`src/rtl/fetch_ctrl_pkg.sv`:
```
// fetch_ctrl_pkg
//   Shared definitions for the instruction-fetch sequencer: state encoding,
//   PC width shared with the sibling `pc` block, and enable/disable levels.
//   No ports; imported by fetch_ctrl and fetch_ctrl_if.
package fetch_ctrl_pkg;

  // Width of the program counter; fetch_ctrl's ADDR_WIDTH must match it.
  localparam int PC_ADDR_WIDTH    = 16;
  localparam int FETCH_DATA_WIDTH = 32;

  localparam logic ENABLE  = 1'b1;
  localparam logic DISABLE = 1'b0;

  typedef enum logic [1:0] {
    FETCH_IDLE   = 2'd0,
    FETCH_FETCH  = 2'd1,
    FETCH_HOLD   = 2'd2,
    FETCH_HALTED = 2'd3
  } fetch_state_e;

endpackage

```
`src/rtl/fetch_ctrl_if.sv`:
```
// fetch_ctrl_if
//   Bundles the instruction-memory request/ack bus and the decode-side
//   valid/ready instruction handshake.
//   master: the fetch sequencer (drives imem_req/imem_addr and ir_*).
//   slave : the environment (memory returns imem_ack/imem_data, decode
//           drives ir_ready).
interface fetch_ctrl_if
  import fetch_ctrl_pkg::*;
#(
  parameter int ADDR_WIDTH = PC_ADDR_WIDTH,
  parameter int DATA_WIDTH = FETCH_DATA_WIDTH
);

  logic                  imem_req;
  logic [ADDR_WIDTH-1:0] imem_addr;
  logic                  imem_ack;
  logic [DATA_WIDTH-1:0] imem_data;

  logic                  ir_valid;
  logic [DATA_WIDTH-1:0] ir_data;
  logic [ADDR_WIDTH-1:0] ir_pc;
  logic                  ir_ready;

  modport master (
    output imem_req, imem_addr, ir_valid, ir_data, ir_pc,
    input  imem_ack, imem_data, ir_ready
  );

  modport slave (
    input  imem_req, imem_addr, ir_valid, ir_data, ir_pc,
    output imem_ack, imem_data, ir_ready
  );

endinterface

```
`src/rtl/fetch_ctrl.sv`:
```
// fetch_ctrl
//   Instruction-fetch sequencer. Issues one instruction-memory fetch at a
//   time at the current PC, advances the PC on each accepted fetch, applies
//   branch redirects from execute and hands fetched words to decode.
//
//   Ports:
//     clk            system clock, rising edge
//     reset          asynchronous, active-low reset
//     run            fetch enable (level)
//     halt           stop request, sticky until reset
//     redirect       taken branch/jump pulse from execute
//     redirect_addr  redirect target
//     pc_addr        current PC from the sibling pc block
//     pc_en/pc_jmp   pc control (combinational)
//     pc_target      pc load value (always redirect_addr)
//     busy           state is FETCH or HOLD (registered)
//     bus            memory request bus + decode handshake (master side)
module fetch_ctrl
  import fetch_ctrl_pkg::*;
#(
  parameter int ADDR_WIDTH = PC_ADDR_WIDTH,
  parameter int DATA_WIDTH = FETCH_DATA_WIDTH
) (
  input  logic                  clk,
  input  logic                  reset,
  input  logic                  run,
  input  logic                  halt,
  input  logic                  redirect,
  input  logic [ADDR_WIDTH-1:0] redirect_addr,
  input  logic [ADDR_WIDTH-1:0] pc_addr,
  output logic                  pc_en,
  output logic                  pc_jmp,
  output logic [ADDR_WIDTH-1:0] pc_target,
  output logic                  busy,
  fetch_ctrl_if.master          bus
);

  fetch_state_e          state_reg;
  logic                  discard_reg;
  logic                  halt_pending_reg;
  logic [ADDR_WIDTH-1:0] fetch_addr_reg;
  logic                  imem_req_reg;
  logic                  ir_valid_reg;
  logic [DATA_WIDTH-1:0] ir_data_reg;
  logic [ADDR_WIDTH-1:0] ir_pc_reg;
  logic                  busy_reg;

  logic                  halt_eff;
  logic                  redirect_live;
  logic                  accept_fetch;
  logic [ADDR_WIDTH-1:0] next_pc;

  // A halt seen while a fetch is outstanding must survive until the ack,
  // so the request is latched rather than sampled only at the ack.
  assign halt_eff = halt | halt_pending_reg;

  // Redirects reach the PC in the same cycle unless the block is halted.
  assign redirect_live = redirect && (state_reg != FETCH_HALTED);

  // Only a clean ack (no pending discard, no redirect, no halt) advances
  // the PC by one; a coincident redirect turns the update into a pure jump.
  assign accept_fetch = (state_reg == FETCH_FETCH) && bus.imem_ack &&
                        !discard_reg && !redirect && !halt_eff;

  assign pc_en     = (redirect_live || accept_fetch) ? ENABLE : DISABLE;
  assign pc_jmp    = redirect_live ? ENABLE : DISABLE;
  assign pc_target = redirect_addr;

  // Value the PC will hold after this edge; loaded on every FETCH entry.
  assign next_pc = redirect ? redirect_addr
                 : (pc_en ? pc_addr + 1'b1 : pc_addr);

  always_ff @(posedge clk or negedge reset) begin
    if (!reset) begin
      state_reg        <= FETCH_IDLE;
      discard_reg      <= 1'b0;
      halt_pending_reg <= 1'b0;
      fetch_addr_reg   <= '0;
      imem_req_reg     <= 1'b0;
      ir_valid_reg     <= 1'b0;
      ir_data_reg      <= '0;
      ir_pc_reg        <= '0;
      busy_reg         <= 1'b0;
    end else begin
      if (halt && (state_reg != FETCH_HALTED)) begin
        halt_pending_reg <= 1'b1;
      end

      case (state_reg)
        FETCH_IDLE: begin
          if (halt_eff) begin
            state_reg <= FETCH_HALTED;
          end else if (run) begin
            state_reg      <= FETCH_FETCH;
            imem_req_reg   <= ENABLE;
            fetch_addr_reg <= next_pc;
            busy_reg       <= 1'b1;
          end
        end

        FETCH_FETCH: begin
          if (bus.imem_ack) begin
            discard_reg <= 1'b0;
            if (halt_eff) begin
              state_reg    <= FETCH_HALTED;
              imem_req_reg <= DISABLE;
              busy_reg     <= 1'b0;
            end else if (discard_reg || redirect) begin
              // Stale word: drop it and re-request at the new PC. The
              // request line stays high across the re-entry.
              fetch_addr_reg <= next_pc;
            end else begin
              state_reg    <= FETCH_HOLD;
              imem_req_reg <= DISABLE;
              ir_valid_reg <= 1'b1;
              ir_data_reg  <= bus.imem_data;
              ir_pc_reg    <= fetch_addr_reg;
            end
          end else if (redirect) begin
            // The outstanding request cannot be withdrawn; mark its data
            // as stale so it is dropped when it finally returns.
            discard_reg <= 1'b1;
          end
        end

        FETCH_HOLD: begin
          if (halt_eff) begin
            state_reg    <= FETCH_HALTED;
            ir_valid_reg <= 1'b0;
            busy_reg     <= 1'b0;
          end else if (redirect) begin
            state_reg      <= FETCH_FETCH;
            ir_valid_reg   <= 1'b0;
            imem_req_reg   <= ENABLE;
            fetch_addr_reg <= next_pc;
          end else if (bus.ir_ready) begin
            ir_valid_reg <= 1'b0;
            if (run) begin
              state_reg      <= FETCH_FETCH;
              imem_req_reg   <= ENABLE;
              fetch_addr_reg <= next_pc;
            end else begin
              state_reg <= FETCH_IDLE;
              busy_reg  <= 1'b0;
            end
          end
        end

        FETCH_HALTED: begin
          // Terminal until reset.
        end

        default: begin
          state_reg <= FETCH_IDLE;
        end
      endcase
    end
  end

  assign bus.imem_req  = imem_req_reg;
  assign bus.imem_addr = fetch_addr_reg;
  assign bus.ir_valid  = ir_valid_reg;
  assign bus.ir_data   = ir_data_reg;
  assign bus.ir_pc     = ir_pc_reg;
  assign busy          = busy_reg;

endmodule
```
`src/flat_wrapper.sv`:
```
// flat-port wrapper written by rule: the top's interface ports become plain ports
module fetch_ctrl_flat import fetch_ctrl_pkg::*;
#(
  parameter int ADDR_WIDTH = PC_ADDR_WIDTH,
  parameter int DATA_WIDTH = FETCH_DATA_WIDTH
)
  (clk, reset, run, halt, redirect, redirect_addr, pc_addr, pc_en, pc_jmp, pc_target, busy, bus_imem_req, bus_imem_addr, bus_ir_valid, bus_ir_data, bus_ir_pc, bus_imem_ack, bus_imem_data, bus_ir_ready);
  fetch_ctrl_if #(.ADDR_WIDTH(ADDR_WIDTH), .DATA_WIDTH(DATA_WIDTH)) bus_i ();
  input  logic clk;
  input  logic reset;
  input  logic run;
  input  logic halt;
  input  logic redirect;
  input  logic [ADDR_WIDTH-1:0] redirect_addr;
  input  logic [ADDR_WIDTH-1:0] pc_addr;
  output logic pc_en;
  output logic pc_jmp;
  output logic [ADDR_WIDTH-1:0] pc_target;
  output logic busy;
  output wire logic [$bits(bus_i.imem_req)-1:0] bus_imem_req;
  output wire logic [$bits(bus_i.imem_addr)-1:0] bus_imem_addr;
  output wire logic [$bits(bus_i.ir_valid)-1:0] bus_ir_valid;
  output wire logic [$bits(bus_i.ir_data)-1:0] bus_ir_data;
  output wire logic [$bits(bus_i.ir_pc)-1:0] bus_ir_pc;
  input wire logic [$bits(bus_i.imem_ack)-1:0] bus_imem_ack;
  input wire logic [$bits(bus_i.imem_data)-1:0] bus_imem_data;
  input wire logic [$bits(bus_i.ir_ready)-1:0] bus_ir_ready;
  assign bus_imem_req = bus_i.imem_req;
  assign bus_imem_addr = bus_i.imem_addr;
  assign bus_ir_valid = bus_i.ir_valid;
  assign bus_ir_data = bus_i.ir_data;
  assign bus_ir_pc = bus_i.ir_pc;
  assign bus_i.imem_ack = bus_imem_ack;
  assign bus_i.imem_data = bus_imem_data;
  assign bus_i.ir_ready = bus_ir_ready;
  fetch_ctrl #(.ADDR_WIDTH(ADDR_WIDTH), .DATA_WIDTH(DATA_WIDTH)) u_core (.clk(clk), .reset(reset), .run(run), .halt(halt), .redirect(redirect), .redirect_addr(redirect_addr), .pc_addr(pc_addr), .pc_en(pc_en), .pc_jmp(pc_jmp), .pc_target(pc_target), .busy(busy), .bus(bus_i));
endmodule
```
`config.mk`:
```
export PLATFORM = sky130hd
export DESIGN_NAME = fetch_ctrl_flat
export DESIGN_NICKNAME = d
export VERILOG_FILES = /design/src/rtl/fetch_ctrl_pkg.sv /design/src/rtl/fetch_ctrl_if.sv /design/src/rtl/fetch_ctrl.sv /design/src/flat_wrapper.sv
export SDC_FILE = /design/constraint.sdc
export NUM_CORES = 1
export LEC_CHECK = 0
export BUFFER_PORTS_ARGS = -buffer_cell sky130_fd_sc_hd__buf_2
export CORE_UTILIZATION = 51
export CTS_BUF_LIST = sky130_fd_sc_hd__clkbuf_8
export DETAILED_ROUTE_END_ITERATION = 12
export GPL_ROUTABILITY_DRIVEN = 0
export HOLD_SLACK_MARGIN = 0.06
export MAX_ROUTING_LAYER = met4
export PLACE_DENSITY = 0.92
export SLEW_MARGIN = 20
export SYNTH_ARGS = -nofsm -noshare
export SYNTH_HDL_FRONTEND = slang
export SYNTH_SLANG_ARGS = --single-unit
```
`constraint.sdc`:
```
create_clock -name clk -period 2.7 [get_ports clk]
set_input_delay 0.405 -clock clk [delete_from_list [all_inputs] [get_ports clk]]
set_output_delay 0.405 -clock clk [all_outputs]
set_load 0.02 [all_outputs]
```
## After elaboration in Yosys (flattened, before gate mapping)

Cells that the tools add are included.

| operators by class | value |
|---|---|
| add/sub/neg operators | 1 |
| multiply operators | 0 |
| divide/modulo/power cells | 0 |
| magnitude comparators | 0 |
| equality and inequality tests | 18 |
| shift-type cells | 0 |
| multiplexer cells | 50 |
| bitwise logic cells | 3 |
| reduce and logical (&&, ||, !) cells | 22 |

Operators by type and width:

| operator | number |
|---|---|
| $mux 16 | 10 |
| $pmux 16 s3 | 1 |
| $mux 1 | 27 |
| $add 16x1->16 const B | 1 |
| $mux 2 | 8 |
| $ne 2x2->1 const B | 8 |
| $ne 3x2->1 const B | 5 |
| $reduce_and 5->1 | 2 |
| $reduce_and 8->1 | 1 |
| $reduce_and 7->1 | 1 |
| $logic_and 1x1->1 | 6 |
| $pmux 1 s3 | 2 |
| $pmux 2 s3 | 1 |
| $reduce_and 6->1 | 1 |
| $ne 4x3->1 const B | 1 |
| $reduce_and 4->1 | 1 |
| $reduce_bool 2->1 | 2 |
| $logic_not 1->1 | 3 |
| $ne 3x3->1 const B | 1 |
| $reduce_bool 3->1 | 1 |
| $eq 2x1->1 const B | 1 |
| $eq 2x2->1 const B | 1 |
| $logic_not 2->1 | 1 |
| $logic_or 1x1->1 | 2 |
| 5 further kinds | 6 |

| word-level totals | value |
|---|---|
| register bits after elaboration | 71 |
| latch bits | 0 |
| memory bits (writable) | 0 |
| memory bits (read-only) | 0 |
| output and inout port bits | 85 |
| word-level logic and storage cells | 103 |
| memories | 0 |

## Logic depth before layout (Yosys ltp)

| depth | value |
|---|---|
| depth in word-level cells | 14 |
| depth in mapped cells | 10 |

## Worst setup path before layout

Ideal clock, no wire load.

| timing path | value |
|---|---|
| path type | register to register |
| from | register u_core.state_reg[1] |
| to | register u_core.fetch_addr_reg[1] (netlist: u_core.bus.imem_addr[1]) |
| setup time | 121 ps |
| data arrival time | 1854 ps |
| slack | 725 ps |
| cell stages (with the launch flop) | 10 |
| path buffers | 1 |
| path through | dfrtp_1 inv_1 ha_1 buf_4 nor3b_4 nand2_2 mux2_4 o21ai_1 o311ai_1 a22o_1 |

| between the ends | value |
|---|---|
| longest elaborated chain between the ends | 14 |

RTL lines:

| element | RTL line | text |
|---|---|---|
| from (decl) | fetch_ctrl.sv:38 | `fetch_state_e state_reg;` |
| from (signal assigned) | fetch_ctrl.sv:75 | `state_reg <= FETCH_IDLE;` |
| from (signal assigned) | fetch_ctrl.sv:92 | `state_reg <= FETCH_HALTED;` |
| from (signal assigned) | fetch_ctrl.sv:94 | `state_reg <= FETCH_FETCH;` |
| $eq 2x1->1 | fetch_ctrl.sv:62, fetch_ctrl.sv:89 |  |
| $logic_and 1x1->1 (2 in series) | fetch_ctrl.sv:62 | `assign accept_fetch = (state_reg == FETCH_FETCH) && bus.imem_ack &&` |
| $logic_and 1x1->1 (2 in series) | fetch_ctrl.sv:63 | `!discard_reg && !redirect && !halt_eff;` |
| $logic_or 1x1->1 | fetch_ctrl.sv:65 | `assign pc_en = (redirect_live \|\| accept_fetch) ? ENABLE : DISABLE;` |
| $mux 1 | fetch_ctrl.sv:65 |  |
| $mux 16 | fetch_ctrl.sv:71 | `: (pc_en ? pc_addr + 1'b1 : pc_addr);` |
| $mux 16 | fetch_ctrl.sv:70 | `assign next_pc = redirect ? redirect_addr` |
| $mux 16 | fetch_ctrl.sv:93, fetch_ctrl.sv:138 |  |
| $mux 16 | fetch_ctrl.sv:136 | `end else if (bus.ir_ready) begin` |
| $mux 16 | fetch_ctrl.sv:131 | `end else if (redirect) begin` |
| $mux 16 | fetch_ctrl.sv:127 | `if (halt_eff) begin` |
| $pmux 16 s3 | fetch_ctrl.sv:89 | `case (state_reg)` |
| to (signal assigned) | fetch_ctrl.sv:96 | `fetch_addr_reg <= next_pc;` |
| to (signal assigned) | fetch_ctrl.sv:135 | `fetch_addr_reg <= next_pc;` |
| to (signal assigned) | fetch_ctrl.sv:141 | `fetch_addr_reg <= next_pc;` |
| to (decl) | fetch_ctrl.sv:41 | `logic [ADDR_WIDTH-1:0] fetch_addr_reg;` |

Parallel ways exist; a longest one is shown, timed or not. The select of a mux whose other input is x is not followed.
A chain may end at the register's enable or synchronous reset.

## Final worst setup path

| timing path | value |
|---|---|
| from | register u_core.state_reg[0] |
| to | register u_core.fetch_addr_reg[9] (netlist: u_core.bus.imem_addr[9]) |

The elaborated chain is that of the path after synthesis.

==> run metrics <==
outcome finished, final reports clean; Fmax 430.5 MHz; DRT Pass-1 Iters 5; multi-input logic area 1918 sq um; Placement Cell Area 4720 sq um; Syn Inst Count 487; final std cells w/o fill 723; I/O Buffers 155; Layout area overhead 23.23%; diode count 0; initial antenna violation count 0; cell area after synthesis 3996 sq um; drt initial violations 288; deepest clock path buffer count 2; worst-skew pair later-pin latency 0.34 ns; Worst Path Buf+Inv 1; Hold Path Class in2async; leakage power total 0.002692 uW; Slew Viols, Final 0; Syn Area/Cell 8.206 sq um; setup TNS 0 ns; fin util 66.48%; CTS Root Cell clkbuf_8; Crit path arrival time 2.55 ns; H-tree depth 3; Critical-path top delay cell ha_1; peak supply drop 0.3905 mV; fill cell count 627; Worst Tran Pin Value 0.6879 ns; final period utilization 86.04%; placed cells 707; pin count of the biggest net entering global routing 45; io pins 156; Slew HR 54.14%; Max Cap Viol 0; CP Class reg2reg; # resized after CTS 0; CP delay by family, top simple AND/OR/NAND/NOR gates; syn_nets 563; final net count 695; total gr overflow 0; # hold bufs at CTS 0; pwr dens 879.0 nW/um^2; max FFs per register 32; drc violations 0; CORE AREA 7408 sq um; worst-path cell chain inv_1, ha_1, and2_1, a21oi_1, nand2_1, and3_1, a22oi_1, o21ai_1; CTS Sinks 71; share of layout cells above drive strength 1 31.41%; Clock Skew 0.007504 ns; # Post-CTS Setup Buffers 0; EDFF count, synth 0; CP max FO 18; full die area 8194 sq um; Clock transition at path regs 0.08 ns; final setup violating endpoints 0; Die H 90.52 um; RSZ-0062 raised after global routing no; routed vias 4047; Chip Width 90.52 um; CTS tree yes; DP HPWL 8304 um; cell area after layout 4925 sq um; Ys Warns 0; CP startpoint kind flop; Final min period 2.323 ns; Core Rows 31; drt total wl 11070 um; register area 1777 sq um; FFs w/ async S/R, synth 100.0%; cts bufs inserted 9; crit path capture type flop; number of library cell types mapped by synthesis 60; Final Hold Fails 0; global-route wire length before repair 18220 um; Vias/cell 5.598; flip-flop and latch count after synthesis 71; Final ANT Viol Nets 0; Synth Flop Type dfrtp_1; max incr delay on CP 0.50 ns; GRT Resource Usage Total 28.62%; Worst Path Required 2.92 ns; initial core utilization 53.94%; vias in the first global route 3871; Avg WL per Cell 15.31 um; Seq/Total Area, Yosys 44.46%
-- cells in the final DEF, fill, tap and decap left out, types with 3 or more instances in the layout --
cell type and count:
a31oi_1 7, nor3_1 9, a21o_1 4, ha_1 5, or2_2 3, a22o_1 3, inv_1 14, nand3_1 10
and3_1 4, nand2_1 161, o31ai_1 3, o211ai_1 4, o21ai_0 33, o21ai_1 4, a21oi_1 21, xnor2_1 3
clkbuf_8 10, nand4_1 4, o21a_1 3, o22ai_1 3, nor2_1 19, buf_4 7, nand2b_1 3, and2_1 5
dfrtp_1 71, a32oi_1 3, xor2_1 10, buf_2 155
-- final timing paths --
kind                       slack, ns                        startpoint  cells after the start                             endpoint
hold reg to reg                 0.47  u_core.bus.ir_pc[15]$_DFFE_PN0P_                      2     u_core.bus.ir_pc[15]$_DFFE_PN0P_
min in group clk                0.25                 bus_imem_data[23]                      3   u_core.bus.ir_data[23]$_DFFE_PN0P_
max in group asynchronous       1.94                             reset                      2  u_core.bus.imem_addr[4]$_DFFE_PN0P_
setup reg to reg                0.38   u_core.state_reg[0]$_DFFE_PN0P_                      8  u_core.bus.imem_addr[9]$_DFFE_PN0P_
hold / removal                   0.1                             reset                      1    u_core.bus.ir_data[0]$_DFFE_PN0P_
setup / recovery                0.38   u_core.state_reg[0]$_DFFE_PN0P_                      8  u_core.bus.imem_addr[9]$_DFFE_PN0P_
-- final cells by class --
class	instances	share of cell area, %
timing repair buffer	163	17.23
tap	99	2.515
sequential	71	36.08
clock inverter	6	1.372
clock buffer	10	2.795
multi-input combinational	360	38.95
inverter	14	1.067
-- logic make-up after synthesis --
family | after synthesis | share of synthesized area (%)
AND/OR/NAND/NOR | 235 | 26.08
AO/OA/AOI/OAI | 103 | 16.31
flip-flops | 71 | 44.46
buffers and inverters | 56 | 7.545
XOR/XNOR | 13 | 2.849
adder cells (fa/ha/maj) | 5 | 1.565
multiplexers | 4 | 1.190
-- cells in the mapped netlist (7+ instances only) --
library cell | count | area share [%]
a21oi_1 | 21 | 2.6
a31oi_1 | 7 | 1.1
xor2_1 | 10 | 2.2
clkbuf_1 | 17 | 1.6
buf_4 | 19 | 3.6
nor3_1 | 9 | 1.1
dfrtp_1 | 71 | 44
nand2_1 | 161 | 15
inv_1 | 14 | 1.3
o21ai_0 | 33 | 4.1
nor2_1 | 19 | 1.8
nand3_1 | 10 | 1.3
-- where the power goes --
| group | switching (uW) | total, uW | internal, uW |
|---|---|---|---|
| registers | 183 | 1460 | 1280 |
| logic | 1280 | 2000 | 719 |
| clock network | 409 | 865 | 457 |
-- metal layers --
layer | share of wire, % | wire [um] | vias to the layer above | global-route usage [%]
li1 | - | - | 1903 | -
met1 | 40 | 4407 | 1864 | 34.31
met2 | 48 | 5299 | 245 | 46.59
met3 | 8.7 | 960 | 35 | 5.892
met4 | 3.6 | 401 | 0 | 12.77
met5 | 0 | 0 | - | -
-- per-stage QoR --
stage               total power (uW)  hold slack, ns  setup WS [ns]
global placement                3347          0.4513         0.5516
floorplan                       2850          0.1094         0.7253
finish                          4329         0.09651         0.3769
global route                    4618          0.1438         0.1686
CTS                             4318         0.09913         0.3980
detailed placement              3435          0.4572         0.4202
Power figures use the tool's default switching activity.
